## src/rtl/clk_ctrl_pkg.sv

```systemverilog
`timescale 1ns/1ps
`default_nettype none
// ============================================================================
// clk_ctrl_pkg : shared encodings for the clock front-panel controller
// Rev 1.0
// ============================================================================
package clk_ctrl_pkg;

  localparam int NUM_DIGITS = 6;
  localparam int NUM_BTNS   = 7;

  typedef enum logic [1:0] {
    MODE_CLOCK     = 2'd0,
    MODE_ALARM     = 2'd1,
    MODE_STOPWATCH = 2'd2,
    MODE_COUNTDOWN = 2'd3
  } mode_e;

  typedef enum logic [1:0] {
    ST_VIEW = 2'd0,
    ST_EDIT = 2'd1,
    ST_RUN  = 2'd2,
    ST_DONE = 2'd3
  } state_e;

  typedef enum logic [2:0] {
    DIG_SEC1  = 3'd0,
    DIG_SEC10 = 3'd1,
    DIG_MIN1  = 3'd2,
    DIG_MIN10 = 3'd3,
    DIG_HR1   = 3'd4,
    DIG_HR10  = 3'd5
  } digit_e;

  // Button slots; BTN_NONE marks "no press this cycle".
  typedef enum logic [2:0] {
    BTN_MODE   = 3'd0,
    BTN_MODIFY = 3'd1,
    BTN_UP     = 3'd2,
    BTN_DOWN   = 3'd3,
    BTN_LEFT   = 3'd4,
    BTN_RIGHT  = 3'd5,
    BTN_START  = 3'd6,
    BTN_NONE   = 3'd7
  } btn_e;

  // Move the edit cursor one digit, wrapping across the six digits.
  function automatic logic [2:0] cursor_step(input logic [2:0] cur, input logic fwd);
    logic [2:0] nxt;
    if (fwd) nxt = (cur == 3'(DIG_HR10)) ? 3'(DIG_SEC1) : cur + 3'd1;
    else     nxt = (cur == 3'(DIG_SEC1)) ? 3'(DIG_HR10) : cur - 3'd1;
    return nxt;
  endfunction

endpackage
`default_nettype wire

```

## src/rtl/timer_mode_ctrl_btn_debounce.sv

```systemverilog
`timescale 1ns/1ps
`default_nettype none
// ============================================================================
// btn_debounce : 2-flop synchronizer, stability counter, rising-edge press strobe
// Rev 1.0
// ============================================================================
module btn_debounce #(
  parameter int DEBOUNCE_CYC = 1_000_000
) (
  input  logic clk,
  input  logic reset,
  input  logic btn_i,
  output logic press_o
);

  localparam int CW = $clog2(DEBOUNCE_CYC + 1);

  logic          sync1_q, sync2_q;
  logic          stable_q, stable_dly_q;
  logic          press_q;
  logic [CW-1:0] cnt_q;

  always_ff @(posedge clk) begin
    if (reset) begin
      sync1_q      <= 1'b0;
      sync2_q      <= 1'b0;
      stable_q     <= 1'b0;
      stable_dly_q <= 1'b0;
      press_q      <= 1'b0;
      cnt_q        <= '0;
    end else begin
      sync1_q      <= btn_i;
      sync2_q      <= sync1_q;
      stable_dly_q <= stable_q;
      press_q      <= stable_q & ~stable_dly_q;
      // The level flips only after a full DEBOUNCE_CYC run of disagreement.
      if (sync2_q != stable_q) begin
        if (cnt_q == CW'(DEBOUNCE_CYC)) begin
          stable_q <= sync2_q;
          cnt_q    <= '0;
        end else begin
          cnt_q <= cnt_q + CW'(1);
        end
      end else begin
        cnt_q <= '0;
      end
    end
  end

  assign press_o = press_q;

endmodule
`default_nettype wire

```

## src/rtl/timer_mode_ctrl.sv

```systemverilog
`timescale 1ns/1ps
`default_nettype none
// ============================================================================
// timer_mode_ctrl : button debounce, mode/edit/run FSM and digit blink control
// Rev 1.0
// ============================================================================
module timer_mode_ctrl
  import clk_ctrl_pkg::*;
#(
  parameter int DEBOUNCE_CYC = 1_000_000,
  parameter int BLINK_DIV    = 25_000_000
) (
  input  logic       clk,
  input  logic       reset,
  input  logic       mode,
  input  logic       modify,
  input  logic       up,
  input  logic       down,
  input  logic       left,
  input  logic       right,
  input  logic       start,
  input  logic       cd_zero,
  output logic [1:0] mode_sel,
  output logic       edit,
  output logic [2:0] cursor,
  output logic [5:0] inc_pulse,
  output logic [5:0] dec_pulse,
  output logic       sw_clr,
  output logic       cd_clr,
  output logic       sw_run,
  output logic       cd_run,
  output logic       cd_done,
  output logic [5:0] blink_mask
);

  localparam int BW = $clog2(BLINK_DIV + 1);

  logic [NUM_BTNS-1:0]   w_raw, w_press;
  btn_e                  w_win;
  state_e                state_q, state_d;
  mode_e                 mode_q, mode_d;
  logic [2:0]            cursor_q, cursor_d;
  logic [NUM_DIGITS-1:0] inc_q, inc_d, dec_q, dec_d;
  logic                  sw_clr_q, sw_clr_d, cd_clr_q, cd_clr_d;
  logic                  w_blink_clr;
  logic [BW-1:0]         blink_cnt_q;
  logic                  phase_q;

  assign w_raw = {start, right, left, down, up, modify, mode};

  for (genvar i = 0; i < NUM_BTNS; i++) begin : g_btn
    btn_debounce #(.DEBOUNCE_CYC(DEBOUNCE_CYC)) u_deb (
      .clk     (clk),
      .reset   (reset),
      .btn_i   (w_raw[i]),
      .press_o (w_press[i])
    );
  end

  always_comb begin
    w_win = BTN_NONE;
    if      (w_press[BTN_START])  w_win = BTN_START;
    else if (w_press[BTN_MODIFY]) w_win = BTN_MODIFY;
    else if (w_press[BTN_MODE])   w_win = BTN_MODE;
    else if (w_press[BTN_LEFT])   w_win = BTN_LEFT;
    else if (w_press[BTN_RIGHT])  w_win = BTN_RIGHT;
    else if (w_press[BTN_UP])     w_win = BTN_UP;
    else if (w_press[BTN_DOWN])   w_win = BTN_DOWN;
  end

  always_comb begin
    state_d     = state_q;
    mode_d      = mode_q;
    cursor_d    = cursor_q;
    inc_d       = '0;
    dec_d       = '0;
    sw_clr_d    = 1'b0;
    cd_clr_d    = 1'b0;
    w_blink_clr = 1'b0;
    case (state_q)
      ST_VIEW: begin
        case (w_win)
          BTN_MODE:   mode_d = mode_e'(mode_q + 2'd1);
          BTN_MODIFY: if (mode_q != MODE_STOPWATCH) begin
            state_d     = ST_EDIT;
            cursor_d    = 3'(DIG_SEC1);
            w_blink_clr = 1'b1;
          end
          BTN_START: if (mode_q == MODE_STOPWATCH ||
                         (mode_q == MODE_COUNTDOWN && !cd_zero)) state_d = ST_RUN;
          BTN_DOWN: begin
            sw_clr_d = (mode_q == MODE_STOPWATCH);
            cd_clr_d = (mode_q == MODE_COUNTDOWN);
          end
          default: ;
        endcase
      end
      ST_EDIT: begin
        case (w_win)
          BTN_LEFT: begin
            cursor_d    = cursor_step(cursor_q, 1'b1);
            w_blink_clr = 1'b1;
          end
          BTN_RIGHT: begin
            cursor_d    = cursor_step(cursor_q, 1'b0);
            w_blink_clr = 1'b1;
          end
          BTN_UP:     inc_d[cursor_q] = 1'b1;
          BTN_DOWN:   dec_d[cursor_q] = 1'b1;
          BTN_MODIFY: state_d = ST_VIEW;
          default: ;
        endcase
      end
      ST_RUN: begin
        // Expiry wins over a pause press landing on the same cycle.
        if (mode_q == MODE_COUNTDOWN && cd_zero) state_d = ST_DONE;
        else if (w_win == BTN_START)             state_d = ST_VIEW;
      end
      ST_DONE: if (w_win != BTN_NONE) state_d = ST_VIEW;
      default: state_d = ST_VIEW;
    endcase
  end

  always_ff @(posedge clk) begin
    if (reset) begin
      state_q  <= ST_VIEW;
      mode_q   <= MODE_CLOCK;
      cursor_q <= 3'(DIG_SEC1);
      inc_q    <= '0;
      dec_q    <= '0;
      sw_clr_q <= 1'b0;
      cd_clr_q <= 1'b0;
    end else begin
      state_q  <= state_d;
      mode_q   <= mode_d;
      cursor_q <= cursor_d;
      inc_q    <= inc_d;
      dec_q    <= dec_d;
      sw_clr_q <= sw_clr_d;
      cd_clr_q <= cd_clr_d;
    end
  end

  always_ff @(posedge clk) begin
    if (reset || w_blink_clr) begin
      blink_cnt_q <= '0;
      phase_q     <= 1'b0;
    end else if (blink_cnt_q == BW'(BLINK_DIV - 1)) begin
      blink_cnt_q <= '0;
      phase_q     <= ~phase_q;
    end else begin
      blink_cnt_q <= blink_cnt_q + BW'(1);
    end
  end

  always_comb begin
    blink_mask = '0;
    if (state_q == ST_EDIT)      blink_mask[cursor_q] = phase_q;
    else if (state_q == ST_DONE) blink_mask = {NUM_DIGITS{phase_q}};
  end

  assign mode_sel  = mode_q;
  assign edit      = (state_q == ST_EDIT);
  assign cursor    = cursor_q;
  assign inc_pulse = inc_q;
  assign dec_pulse = dec_q;
  assign sw_clr    = sw_clr_q;
  assign cd_clr    = cd_clr_q;
  assign sw_run    = (state_q == ST_RUN) && (mode_q == MODE_STOPWATCH);
  assign cd_run    = (state_q == ST_RUN) && (mode_q == MODE_COUNTDOWN);
  assign cd_done   = (state_q == ST_DONE);

endmodule
`default_nettype wire

```

## config.mk

```make
export PLATFORM = sky130hd
export DESIGN_NAME = timer_mode_ctrl
export DESIGN_NICKNAME = d
export VERILOG_FILES = /design/src/rtl/clk_ctrl_pkg.sv /design/src/rtl/timer_mode_ctrl_btn_debounce.sv /design/src/rtl/timer_mode_ctrl.sv
export SDC_FILE = /design/constraint.sdc
export NUM_CORES = 1
export LEC_CHECK = 0
export ABC_CLOCK_PERIOD_IN_PS = 2750
export CELL_PAD_IN_SITES_DETAIL_PLACEMENT = 0
export CELL_PAD_IN_SITES_GLOBAL_PLACEMENT = 1
export CORE_UTILIZATION = 49
export CTS_BUF_LIST = sky130_fd_sc_hd__clkbuf_8
export DETAILED_ROUTE_END_ITERATION = 16
export PLACE_DENSITY_LB_ADDON = 0.1
export SLEW_MARGIN = 20
export SYNTH_ARGS = -nofsm -noshare
export SYNTH_HDL_FRONTEND = slang
export SYNTH_HIERARCHICAL = 1
export SYNTH_SLANG_ARGS = --single-unit
```

## constraint.sdc

```tcl
create_clock -name clk -period 2.75 [get_ports clk]
set_input_delay 0.825 -clock clk [delete_from_list [all_inputs] [get_ports clk]]
set_output_delay 0.825 -clock clk [all_outputs]
set_load 0.05 [all_outputs]
```

==> summary.txt <==
Detailed routing
  – Wirelength, routed: 19.6 mm
  – Via count: 7788
  – Initial DRC Count: 295
  – # DRC: 0
  – Via density: 5.27
  – Drt first pass iters: 4
  – Drt wl/cell: 13.2 um
  – Detail Route Antenna Nets: 0

Cells and area
  – Commonest non-fill, non-tap cell in the layout: dfxtp_1
  – Area of the multi-input gates: 5430 um2
  – Share of cells above drive strength 1: 0.131
  – NumNets Final: 1205
  – Design Area, Final: 11700 um2
  – Area Overhead vs Synth: 14.9%
  – Utilization after layout: 0.577
  – Fill count: 1869
  – Most frequent cells in the layout: dfxtp_1 (220), nor2_1 (190), xnor2_1 (99), inv_1 (82), nor3_1 (59)
  – Storage element area: 4450 um2

Logic synthesis
  – Synth top area share: 0.435
  – Async set or reset register ratio after synthesis: 0
  – Count of cell types in the netlist: 54
  – Sequential element share of the synthesized area: 0.435
  – Synth Register Bits: 222
  – Syn Nets: 1140
  – Mux cell area share after synthesis: 0.00110
  – Post-synthesis simple-gate area fraction: 0.317
  – Syn Inst Count: 1112
  – Post-Synth Adder-Cell Area: 0.0220
  – Top post-synthesis cells by area: dfxtp_1 (43%), xnor2_1 (8.5%), nor2_1 (7.0%)
  – Dominant combinational cell family by area after synthesis: simple AND/OR/NAND/NOR gates
  – Mean Syn Cell Area: 9.19 um2
  – Xor/xnor share of the synthesized area: 0.0943
  – Post-synth EDFFs: 0
  – Syn Std Cell Area: 10200 um2
  – Compound-gate portion of the synthesized area: 0.0945
  – Primary FF master, synth: dfxtp_1
  – Post-synth top area cell: dfxtp_1
  – YS warnings: 6

Global routing
  – Largest net degree at the start of global routing: 30
  – Global-route wire length before repair: 34.2 mm
  – Initial antenna violation count: 1
  – Gr usage total: 0.188
  – Total grt overflow: 0
  – Vias in the first global route: 7342

Timing
  – Slew Viols, Final: 0
  – Max Fclk: 0.376 GHz
  – Clk_skew: 0.0151 ns
  – Final Hold Viols: 0
  – Period utilization: 0.966
  – RSZ-0062 raised after global routing: no
  – Sum of negative setup slack: 0 ns
  – Count of final setup violators: 0
  – Slew at the pin closest to its max-slew limit: 0.729 ns
  – Tmin final: 2.66 ns
  – Worst slew margin: 0.514
  – Hold WS: 0.376 ns

Hold path
  – Hold wc startpoint: g_btn[3].u_deb/stable_dly_q
  – Hold Path Class: flop to flop
  – Hold EP: g_btn[3].u_deb/press_o
  – Hold path depth: 1

Critical path
  – Data arrival, critical path: 1.83 ns
  – CP top delay family: buffers and inverters
  – R2R cell count: 5
  – Critical path startpoint category: flop
  – Reg2reg end: blink_cnt_q[24]
  – Crit. End Element: output port
  – Highest cell delay on the worst timing path: 0.85 ns
  – Flop2flop setup slack: 0.56 ns
  – Critical R2R Launch: blink_cnt_q[0]
  – Worst setup path class: flop to output port
  – Crit-path cells: clkdlybuf4s50_1
  – Crit path max-delay cell type: clkdlybuf4s50_1
  – CP max FO: 7
  – CP required: 1.93 ns
  – Worst path bufs/invs: 1

CTS
  – H-tree depth: 2
  – Post-CTS Hold Buffers: 0
  – Post-CTS sizing: 2
  – TritonCTS clock tree: built
  – Clock slew at reported path FFs: 0.06 ns
  – Clk Latency, worst-skew pair: 0.53 ns
  – Clock tree buffer depth: 3
  – Root Driver: clkbuf_8
  – CTS sink cnt: 222
  – CTS Buf Count: 39
  – Setup bufs post-CTS: 0

Floorplan
  – Top Ports: 39
  – Die H: 146 um
  – Core Area: 20400 um2
  – Initial core utilization: 0.502
  – Die area: 21400 um2
  – Die Wd: 146 um
  – Row count: 52

Power
  – Maximum vdd drop: 0.000476 V
  – Power per cell area: 540 nW/um2
  – Leak: 3.96 nW

Run status
  – Outcome: complete, no violations

Placement
  – Placed Area: 10900 um2
  – Port Buffer Count: 38
  – Detailed placer's ending HPWL: 13.2 mm
  – GPL Wtd Cong: 0.757

Run
  – Max-cap violations: 0
-- synth_stat cells (all sizes together) (2+ instances only) --
| library cell | instances |
|---|---|
| a211oi | 28 |
| a21bo | 8 |
| a21oi | 34 |
| a31o | 7 |
| a31oi | 2 |
| and2 | 11 |
| and3 | 27 |
| and4b | 7 |
| buf | 12 |
| clkbuf | 6 |
| dfxtp | 222 |
| ha | 18 |
| inv | 66 |
| nand2 | 42 |
| nand2b | 10 |
| nand3 | 59 |
| nand3b | 8 |
| nand4 | 25 |
| nor2 | 190 |
| nor2b | 15 |
| nor3 | 61 |
| nor3b | 3 |
| nor4 | 38 |
| nor4b | 17 |
| o21ai | 29 |
| o221ai | 14 |
| o22ai | 2 |
| o311a | 2 |
| o31ai | 8 |
| or3 | 7 |
| or4 | 10 |
| or4b | 7 |
| xnor2 | 99 |
| xor2 | 11 |
-- report_power, final --
part	switching [mW]	total, mW	internal, mW	leakage (nW)
combinational	0.0475	0.0803	0.0328	1.71
sequential	0.0118	3.25	3.23	1.79
clock	1.34	3.02	1.68	0.461
-- stage by stage --
stage	cells	power [mW]	setup slack [ns]
finish	1479	6.34	0.0938
detailed placement	1406	3.40	0.467
floorplan	1112	3.36	0.185
CTS	1478	6.45	0.0309
global route	1478	6.61	0.00232
global placement	1406	3.40	0.552
-- worst reg2reg max path, cell delays in order (launching register included) --
cell	delay [ns]
dfxtp_1	0.38
ha_1	0.25
nand2_1	0.10
or4_4	0.61
or4_1	0.49
a211oi_1	0.26
-- registers in the layout (all words and copies together), names as in the netlist, 7 cells and up --
signal and count:
g_btn.u_deb/sync2_q 7, blink_cnt_q 25, g_btn.u_deb/press_o 7, g_btn.u_deb/cnt_q 140
g_btn.u_deb/stable_q 7, g_btn.u_deb/stable_dly_q 7, g_btn.u_deb/sync1_q 7
-- worst max path at each step --
stage | from | endpoint | slack, ns | depth (start not counted)
2_1_floorplan | cursor[0] | blink_mask[1] | 0.18 | 2
3_3_place_gp | state_q[1] | blink_mask[0] | 0.55 | 3
3_5_place_dp | state_q[1] | blink_mask[0] | 0.47 | 3
4_1_cts | cursor[0] | cursor[0] | 0.03 | 1
5_1_grt | cursor[2] | blink_mask[1] | 0.002 | 4
6_report | cursor[2] | cursor[2] | 0.09 | 1
-- metal layers --
metal	wire (um)	vias to the layer above	share of wire	GRT usage
li1	-	4056	-	-
met1	9530	3597	0.49	0.247
met2	8840	96	0.45	0.305
met3	803	39	0.041	0.0422
met4	414	0	0.021	0.0615
met5	0	-	0	0
-- cell type report --
cell class / count / area share
Clock inverter: 24 / 0.0113
Sequential cell: 222 / 0.379
Timing Repair Buffer: 42 / 0.0411
Clock buffer: 48 / 0.0563
Multi-Input combinational cell: 805 / 0.462
Antenna cell: 1 / 0.000213
Tap cell: 270 / 0.0288
Inverter: 67 / 0.0215
-- logic make-up (layout without fill, tap and decap cells) --
family	after synthesis	count (layout)
mux	1	1
flops	222	222
buf+inv	85	181
xor+xnor	110	110
fa+ha+maj	18	18
compound gates	138	138
simple gates	538	538
other cells	0	1
Note: power is estimated with default switching activity, not from simulation.
